$ cat config.mk
export PLATFORM = sky130hd
export DESIGN_NAME = vq_decompress_engine
export DESIGN_NICKNAME = d
export VERILOG_FILES = /design/src/rtl/vq_decompress_engine.sv
export SDC_FILE = /design/constraint.sdc
export NUM_CORES = 2
export LEC_CHECK = 0
export BUFFER_PORTS_ARGS = -buffer_cell sky130_fd_sc_hd__buf_2
export CAP_MARGIN = 20
export CORE_MARGIN = 3
export CORE_UTILIZATION = 40
export DETAILED_ROUTE_END_ITERATION = 8
export GPL_ROUTABILITY_DRIVEN = 0
export PLACE_DENSITY = 0.65
export SYNTH_ARGS = -nofsm -noshare
export SYNTH_HDL_FRONTEND = slang
export SYNTH_SLANG_ARGS = --single-unit
$ cat constraint.sdc
create_clock -name clk -period 3.72 [get_ports clk]
set_input_delay 0.372 -clock clk [delete_from_list [all_inputs] [get_ports clk]]
set_output_delay 0.372 -clock clk [all_outputs]
set_load 0.01 [all_outputs]
$ cat src/rtl/vq_decompress_engine.sv
// vq_decompress_engine: loads a VQ codebook from RAM1, then expands packed RAM2 tags into RAM3 pixels.
// Decode pipeline: tag fetch -> tag select -> codebook lookup/registered write, one pixel per cycle.
module vq_decompress_engine #(
    parameter int DATA_W        = 24,
    parameter int ADDR_W        = 20,
    parameter int CB_DEPTH      = 64,
    parameter int TAGS_PER_WORD = 1,
    localparam int IDX_W        = $clog2(CB_DEPTH)
) (
    input  logic              clk,
    input  logic              rst,
    input  logic              start,
    input  logic [IDX_W:0]    cb_len,
    input  logic [ADDR_W-1:0] num_pix,
    input  logic [DATA_W-1:0] RAM1_Q,
    output logic [ADDR_W-1:0] RAM1_A,
    output logic              RAM1_OE,
    output logic [DATA_W-1:0] RAM1_D,
    output logic              RAM1_WE,
    input  logic [DATA_W-1:0] RAM2_Q,
    output logic [ADDR_W-1:0] RAM2_A,
    output logic              RAM2_OE,
    output logic [DATA_W-1:0] RAM2_D,
    output logic              RAM2_WE,
    output logic [DATA_W-1:0] RAM3_D,
    output logic [ADDR_W-1:0] RAM3_A,
    output logic              RAM3_WE,
    output logic              RAM3_OE,
    output logic              busy,
    output logic              done,
    output logic              err
);
    localparam int J_W = TAGS_PER_WORD > 1 ? $clog2(TAGS_PER_WORD) : 1;
    localparam logic [IDX_W:0] CB_FULL = (IDX_W+1)'(CB_DEPTH);
    typedef enum logic [2:0] {IDLE, LOAD_CB, DECODE, DRAIN, FINISH} state_t;
    state_t state, state_n;
    logic [IDX_W:0]    len, ld;
    logic [ADDR_W-1:0] npix, pix, word;
    logic [J_W-1:0]    j, s1_j;
    logic [1:0]        dcnt;
    logic              rd_v, s1_v, s1_new, s2_v, last_j, bad;
    logic [IDX_W-1:0]  rd_idx, s2_tag;
    logic [ADDR_W-1:0] s1_k, s2_k;
    logic [DATA_W-1:0] word_q, cur_word;
    logic [IDX_W-1:0]  tags [TAGS_PER_WORD];
    logic [DATA_W-1:0] cb [CB_DEPTH];
    logic              unused_word_bits;
    assign RAM1_D  = '0;
    assign RAM1_WE = 1'b0;
    assign RAM2_D  = '0;
    assign RAM2_WE = 1'b0;
    assign RAM3_OE = 1'b0;
    assign busy    = state != IDLE;
    assign done    = state == FINISH;
    assign RAM1_OE = state == LOAD_CB && ld < len;
    assign RAM1_A  = RAM1_OE ? ADDR_W'(ld) : '0;
    assign RAM2_OE = state == DECODE && j == '0;
    assign RAM2_A  = RAM2_OE ? word : '0;
    assign last_j  = j == J_W'(TAGS_PER_WORD - 1);
    // RAM2 output is only trusted the cycle after a read, so later tags of a word come from word_q
    assign cur_word = s1_new ? RAM2_Q : word_q;
    assign unused_word_bits = ^cur_word;
    assign bad = {1'b0, s2_tag} >= len;
    for (genvar g = 0; g < TAGS_PER_WORD; g++) begin : g_tag
        assign tags[g] = cur_word[g*IDX_W +: IDX_W];
    end
    always_comb begin
        state_n = state;
        case (state)
            IDLE:    state_n = start ? LOAD_CB : IDLE;
            LOAD_CB: if (ld == len) state_n = npix == '0 ? DRAIN : DECODE;
            DECODE:  if (pix == npix - ADDR_W'(1)) state_n = DRAIN;
            DRAIN:   if (dcnt == 2'd2) state_n = FINISH;
            default: state_n = IDLE;
        endcase
    end
    always_ff @(posedge clk) begin
        if (rd_v) cb[rd_idx] <= RAM1_Q;
    end
    always_ff @(posedge clk) begin
        if (rst) begin
            state   <= IDLE;
            len     <= '0;
            npix    <= '0;
            ld      <= '0;
            pix     <= '0;
            word    <= '0;
            j       <= '0;
            dcnt    <= '0;
            rd_v    <= 1'b0;
            rd_idx  <= '0;
            s1_v    <= 1'b0;
            s1_new  <= 1'b0;
            s1_j    <= '0;
            s1_k    <= '0;
            s2_v    <= 1'b0;
            s2_tag  <= '0;
            s2_k    <= '0;
            word_q  <= '0;
            RAM3_WE <= 1'b0;
            RAM3_A  <= '0;
            RAM3_D  <= '0;
            err     <= 1'b0;
        end else begin
            state <= state_n;
            if (state == IDLE && start) begin
                len  <= cb_len == '0 ? CB_FULL : cb_len;
                npix <= num_pix;
                ld   <= '0;
                pix  <= '0;
                word <= '0;
                j    <= '0;
                dcnt <= '0;
            end
            if (RAM1_OE) ld <= ld + (IDX_W+1)'(1);
            rd_v   <= RAM1_OE;
            rd_idx <= ld[IDX_W-1:0];
            if (state == DECODE) begin
                pix <= pix + ADDR_W'(1);
                j   <= last_j ? '0 : j + J_W'(1);
                if (last_j) word <= word + ADDR_W'(1);
            end
            if (state == DRAIN) dcnt <= dcnt + 2'd1;
            s1_v   <= state == DECODE;
            s1_new <= RAM2_OE;
            s1_j   <= j;
            s1_k   <= pix;
            if (s1_v) word_q <= cur_word;
            s2_v    <= s1_v;
            s2_tag  <= tags[s1_j];
            s2_k    <= s1_k;
            RAM3_WE <= s2_v;
            RAM3_A  <= s2_v ? s2_k : '0;
            RAM3_D  <= s2_v && !bad ? cb[s2_tag] : '0;
            err     <= (state == IDLE && start) ? 1'b0 : err | (s2_v && bad);
        end
    end
endmodule

==> After elaboration in Yosys (flattened, before gate mapping) <==
Memory sizes are Yosys's and may differ from the RTL's. A register that Yosys moved wholly into a read port is not among the register bits.
Index checks and enable logic that the tools add are counted.
{ "op_classes": {"reduce_logical": 17, "n_eq_ne": 10, "addsub": 6, "order_cmp": 3, "bitwise_logic": 4, "muxes": 25} }
{ "op_table": {"columns": ["cell", "count"], "rows": [
  ["20-bit 2-to-1 mux", 6],
  ["20-bit by 1-bit adder with 20-bit output, second input constant", 2],
  ["7-bit 2-to-1 mux", 4],
  ["20-bit == test", 1],
  ["20-bit logical NOT", 1],
  ["20-bit by 1-bit subtractor with 20-bit output, second input constant", 1],
  ["6-bit 2-to-1 mux", 2],
  ["3-bit one-hot mux with 4 select lines", 1],
  ["3-bit 2-to-1 mux", 3],
  ["7-bit by 1-bit adder with 7-bit output, second input constant", 1],
  ["7-bit == test", 1],
  ["6-bit by 7-bit greater-or-equal comparator with 1-bit output", 1],
  ["7-bit logical NOT", 1],
  ["7-bit < comparator", 1],
  ["1-bit 2-to-1 mux", 7],
  ["3-bit by 2-bit == test with 1-bit output, second input constant", 2],
  ["2-bit nonzero test", 3],
  ["2-bit OR reduction", 3],
  ["1-bit logical AND", 5],
  ["2-bit 2-to-1 mux", 2],
  ["2-bit inequality test, second input constant", 2],
  ["3-bit by 1-bit == test with 1-bit output, second input constant", 1],
  ["3-bit == test, second input constant", 1],
  ["3-bit logical NOT", 1],
  ["10 further kinds", 12]
]} }
{ "totals": {"memories": 1, "wordCells": 87, "out_inout_bits": 141, "inputBits": 78, "reg_bits": 165, "ram_bits": 1536} }
{ "memory_table": {"columns": ["memory", "words", "width", "read_ports", "rd_clocked_by_memory_dff", "write_ports", "line", "rtl"], "rows": [
  ["cb", 64, 24, 1, 1, 1, "46", "logic [DATA_W-1:0] cb [CB_DEPTH];"]
]} }

==> Longest topological paths before layout <==
{ "depth": {"depth_word": 5, "depth_mapped": 14} }

==> Least setup slack after synthesis <==
Ideal clock, no wire load.
{ "synth_timing": {"kind": "flip-flop to flip-flop", "start": "reg s2_tag[0]", "end": "reg RAM3_D[0], read port of cb", "required_ns": 3.586, "arrival_time_ns": 2.774, "synth_period_minus_slack_ns": 2.908, "path_stages_with_launch": 15, "slack_ns": 0.812, "path_buffers": 5, "path_cell_list": "dfxtp_1 clkbuf_1 buf_2 buf_1 inv_1 ha_1 nand2b_1 a21o_1 a21oi_1 o21ai_0 a21boi_0 nand2b_1 clkbuf_1 clkbuf_1 o22ai_1"} }
{ "synth_between": {"elab_chain_cells": 5} }
{ "synth_rtl": {"columns": ["item", "line", "rtl"], "rows": [
  ["start, declared", "42", "logic [IDX_W-1:0] rd_idx, s2_tag;"],
  ["start signal, assigned", "130", "s2_tag <= tags[s1_j];"],
  ["6-bit by 7-bit greater-or-equal comparator with 1-bit output", "63", "assign bad = {1'b0, s2_tag} >= len;"],
  ["1-bit logical NOT", "134", "RAM3_D <= s2_v && !bad ? cb[s2_tag] : '0;"],
  ["1-bit logical AND", "134", null],
  ["1-bit inverter (no line)", null, null],
  ["2-bit OR reduction (no line)", null, null],
  ["end, declared", "25", "output logic [DATA_W-1:0] RAM3_D,"]
]} }
Several ways; a longest one is shown, not always the timed one.
A chain may end at the register's enable or synchronous reset.

==> Worst setup path after layout <==
{ "layout_timing": {"start": "reg len[6]", "end": "out RAM1_A[2]"} }
{ "layout_between": {"elab_chain_cells": 3} }
{ "layout_rtl": {"columns": ["item", "line", "rtl"], "rows": [
  ["start, declared", "37", "logic [IDX_W:0] len, ld;"],
  ["start signal, assigned", "107", "len <= cb_len == '0 ? CB_FULL : cb_len;"],
  ["7-bit < comparator", "55", "assign RAM1_OE = state == LOAD_CB && ld < len;"],
  ["1-bit logical AND", "55", null],
  ["7-bit 2-to-1 mux", "56", "assign RAM1_A = RAM1_OE ? ADDR_W'(ld) : '0;"],
  ["end, declared", "16", "output logic [ADDR_W-1:0] RAM1_A,"]
]} }
No other way between the ends.

==> flow_metrics.env <==
export IMPL_criticalPathCategory="reg -> out"
export IMPL_overflow=0
export IMPL_critical_path_max_stage_delay_ps=680
export IMPL_cellPowerDensity_mw_per_mm2=517.6
export IMPL_antenna_found_initial=12
export IMPL_synth_seq_cells=1722
export IMPL_critPathMaxFanout=16
export IMPL_drc_errors=0
export IMPL_cp_depth=7
export IMPL_routed_wl_mm=156.3
export IMPL_yosysUniqueCellTypes=60
export IMPL_worst_pin_slew_ps=905.7
export IMPL_hold_buffers=34
export IMPL_slowest_stage="or4b_2"
export IMPL_cp_top_family="simple AND/OR/NAND/NOR gates"
export IMPL_die_w_um=413.2
export IMPL_cp_arrival_ps=2880
export IMPL_core_region_area_mm2=0.1637
export IMPL_die_h_um=413.2
export IMPL_cts_tree="built"
export IMPL_dpl_hpwl_mm=86.18
export IMPL_synthMuxAreaShare_pct=17.34
export IMPL_cap_violations=0
export IMPL_leakage_nw=23.52
export IMPL_cts_sinks=1722
export IMPL_reg2reg_depth=9
export IMPL_die_area_mm2=0.1708
export IMPL_insertion_delay_ps=790
export IMPL_synth_adder_area_share_pct=0.3395
export IMPL_r2r_setup_slack_ps=730
export IMPL_rows=148
export IMPL_ys_warn_count=0
export IMPL_cts_setup_buffers=0
export IMPL_grt_pass1_wl_mm=227.3
export IMPL_hold_class="in -> reg"
export IMPL_status="finished, final reports clean"
export IMPL_synthXorXnorAreaFrac_pct=0.2905
export IMPL_grt_max_degree=76
export IMPL_hold_viol=0
export IMPL_detail_route_wl_per_cell_um=26.80
export IMPL_io_pins=219
export IMPL_start_kind="register"
export IMPL_synthesis_area_mm2=0.06633
export IMPL_critPathCaptureType="primary output"
export IMPL_synth_top_flop_cell="edfxtp_1"
export IMPL_htreeDepth=4
export IMPL_clock_fmax_ghz=0.3078
export IMPL_synth_compound_area_share_pct=1.358
export IMPL_yosysSeqAreaShare_pct=75.15
export IMPL_grtUsageTotal_pct=18.50
export IMPL_grt_pass1_vias=32450
export IMPL_final_common_cell="edfxtp_1"
export IMPL_layout_common_cells="1,536 x edfxtp_1, 480 x mux4_2, 181 x dfxtp_1"
export IMPL_root_buffer="clkbuf_16"
export IMPL_via_count=32410
export IMPL_synthSimpleGateAreaFrac_pct=3.639
export IMPL_slew_limit_headroom_pct=39.62
export IMPL_synth_edff_count=1536
export IMPL_start_util_pct=40.52
export IMPL_setup_violations=0
export IMPL_dr_pass1_iters=7
export IMPL_crit_path_cell_trace="inv_1, ha_1, or4b_2, nor3_1, buf_4, and2_1, buf_2"
export IMPL_crit_path_end="RAM1_A[2]"
export IMPL_cp_startpoint="len[6]$_SDFFE_PP0P_"
export IMPL_reg2reg_to="state[0]$_SDFFE_PP0P_"
export IMPL_cts_resized_gates=0
export IMPL_avgSynthCellArea_um2=20.70
export IMPL_timing_rr_start="npix[0]$_SDFFE_PP0P_"
export IMPL_synth_top_family_by_area="multiplexers"
export IMPL_io_buffers=136
export IMPL_ant_nets=0
export IMPL_whs_path_depth=1
export IMPL_post_route_period_util_pct=87.34
export IMPL_final_nets=3615
export IMPL_skew_ps=28.45
export IMPL_area_growth_pct=15.26
export IMPL_power_w=0.03957
export IMPL_async_flop_share_pct=0
export IMPL_peakVddDrop_mv=0.5253
export IMPL_clk_pin_slew_ps=60
export IMPL_critPathRequiredTime_ps=3350
export IMPL_drt_iter0_markers=3761
export IMPL_vias_per_cell=5.557
export IMPL_drive_gt1_share_pct=29.99
export IMPL_synth_cells=3204
export IMPL_clock_path_buffers=3
export IMPL_cp_num_buf_inv=3
export IMPL_slew_viol_final=0
export IMPL_rsz0062_at_grt="no"
export IMPL_period_minus_slack_ps=3249
export IMPL_cts_buffers=160
export IMPL_fin_tns_setup_ps=0
logic make-up (layout without fill, tap and decap cells):
logic type / after synthesis / count (layout)
simple gates: 483 / 483
xor+xnor: 22 / 22
flops: 1722 / 1722
compound gates: 147 / 147
buf+inv: 263 / 650
fa+ha+maj: 18 / 18
other cells: 1 / 67
mux: 548 / 548
worst min-delay path by stage:
stage	startpoint	end	slack (ps)
6_report	RAM1_Q[7]	cb[8][7]$_DFFE_PP_	40
2_1_floorplan	s2_k[0]$_SDFF_PP0_	RAM3_A[0]$_SDFF_PP0_	410
4_1_cts	rst	RAM3_WE$_SDFF_PP0_	10
3_5_place_dp	s2_k[6]$_SDFF_PP0_	RAM3_A[6]$_SDFF_PP0_	410
3_3_place_gp	s2_k[6]$_SDFF_PP0_	RAM3_A[6]$_SDFF_PP0_	410
5_1_grt	RAM1_Q[7]	cb[9][7]$_DFFE_PP_	8
routing by layer:
layer,vias to the layer above,track usage (%),wire length [µm]
li1,13630,-,-
met1,17190,25.20,61940
met2,1326,30.10,76950
met3,252,3.374,12500
met4,10,6.282,4847
met5,-,0,66
cell type report:
class                      count  area (µm²)
sequential                  1722       49870
clock buffer                 216        4404
inverter                      24       90.09
antenna                        3       7.507
timing repair buffer         329        2638
fill                       13390       87240
clock inverter                81       782.0
tap                         2175        2721
multi-input combinational   1282       15950
cell usage after synthesis (3+ instances only):
cell type | n | share of area, %
a211oi_1 | 7 | 0.079
a21oi_1 | 60 | 0.45
a311oi_1 | 7 | 0.092
a31oi_1 | 9 | 0.085
and2_1 | 49 | 0.46
and3_1 | 8 | 0.075
buf_1 | 38 | 0.22
buf_4 | 67 | 0.76
clkbuf_1 | 131 | 0.74
dfxtp_1 | 186 | 5.6
edfxtp_1 | 1536 | 70
ha_1 | 18 | 0.34
inv_1 | 23 | 0.13
mux2_2 | 8 | 0.14
mux2i_1 | 60 | 0.91
mux4_2 | 480 | 16
nand2_1 | 101 | 0.57
nand2b_1 | 6 | 0.057
nand3_1 | 33 | 0.25
nand3b_1 | 8 | 0.091
nand4_1 | 13 | 0.12
nand4b_1 | 4 | 0.053
nor2_1 | 144 | 0.81
nor2b_1 | 48 | 0.45
nor3_1 | 20 | 0.15
nor4_1 | 11 | 0.10
o211ai_1 | 6 | 0.068
o21ai_0 | 15 | 0.11
o22ai_1 | 25 | 0.24
or2_2 | 6 | 0.057
or3_1 | 11 | 0.10
or3b_2 | 4 | 0.053
or4_1 | 5 | 0.057
or4_4 | 3 | 0.051
xnor2_1 | 16 | 0.21
xor2_1 | 6 | 0.079
power by group:
part / switching (W) / internal (W)
Clock: 0.00696 / 0.00919
Sequential: 0.000103 / 0.0211
Combinational: 0.00133 / 0.000882
state kept, by name, indices dropped and copies added, names as in the netlist, 20 cells and up:
register,flops
s1_k,20
pix,20
cb,1536
npix,20
word,20
RAM3_D,24
s2_k,20
RAM3_A,20
metrics by stage:
| step | utilization [%] | cell area [µm²] | setup WS, ps | hold slack [ps] | std cells |
|---|---|---|---|---|---|
| global placement | 43.16 | 70650 | 763.8 | 413.3 | 5484 |
| finish | 46.71 | 76460 | 471.0 | 38.84 | 5832 |
| floorplan | - | 66570 | 812.2 | 405.7 | 3267 |
| detailed placement | 43.17 | 70670 | 782.8 | 413.6 | 5485 |
| global route | 46.71 | 76460 | 354.0 | 8.425 | 5831 |
| CTS | 46.55 | 76200 | 430.0 | 13.70 | 5816 |
Power figures use the tool's default switching activity.
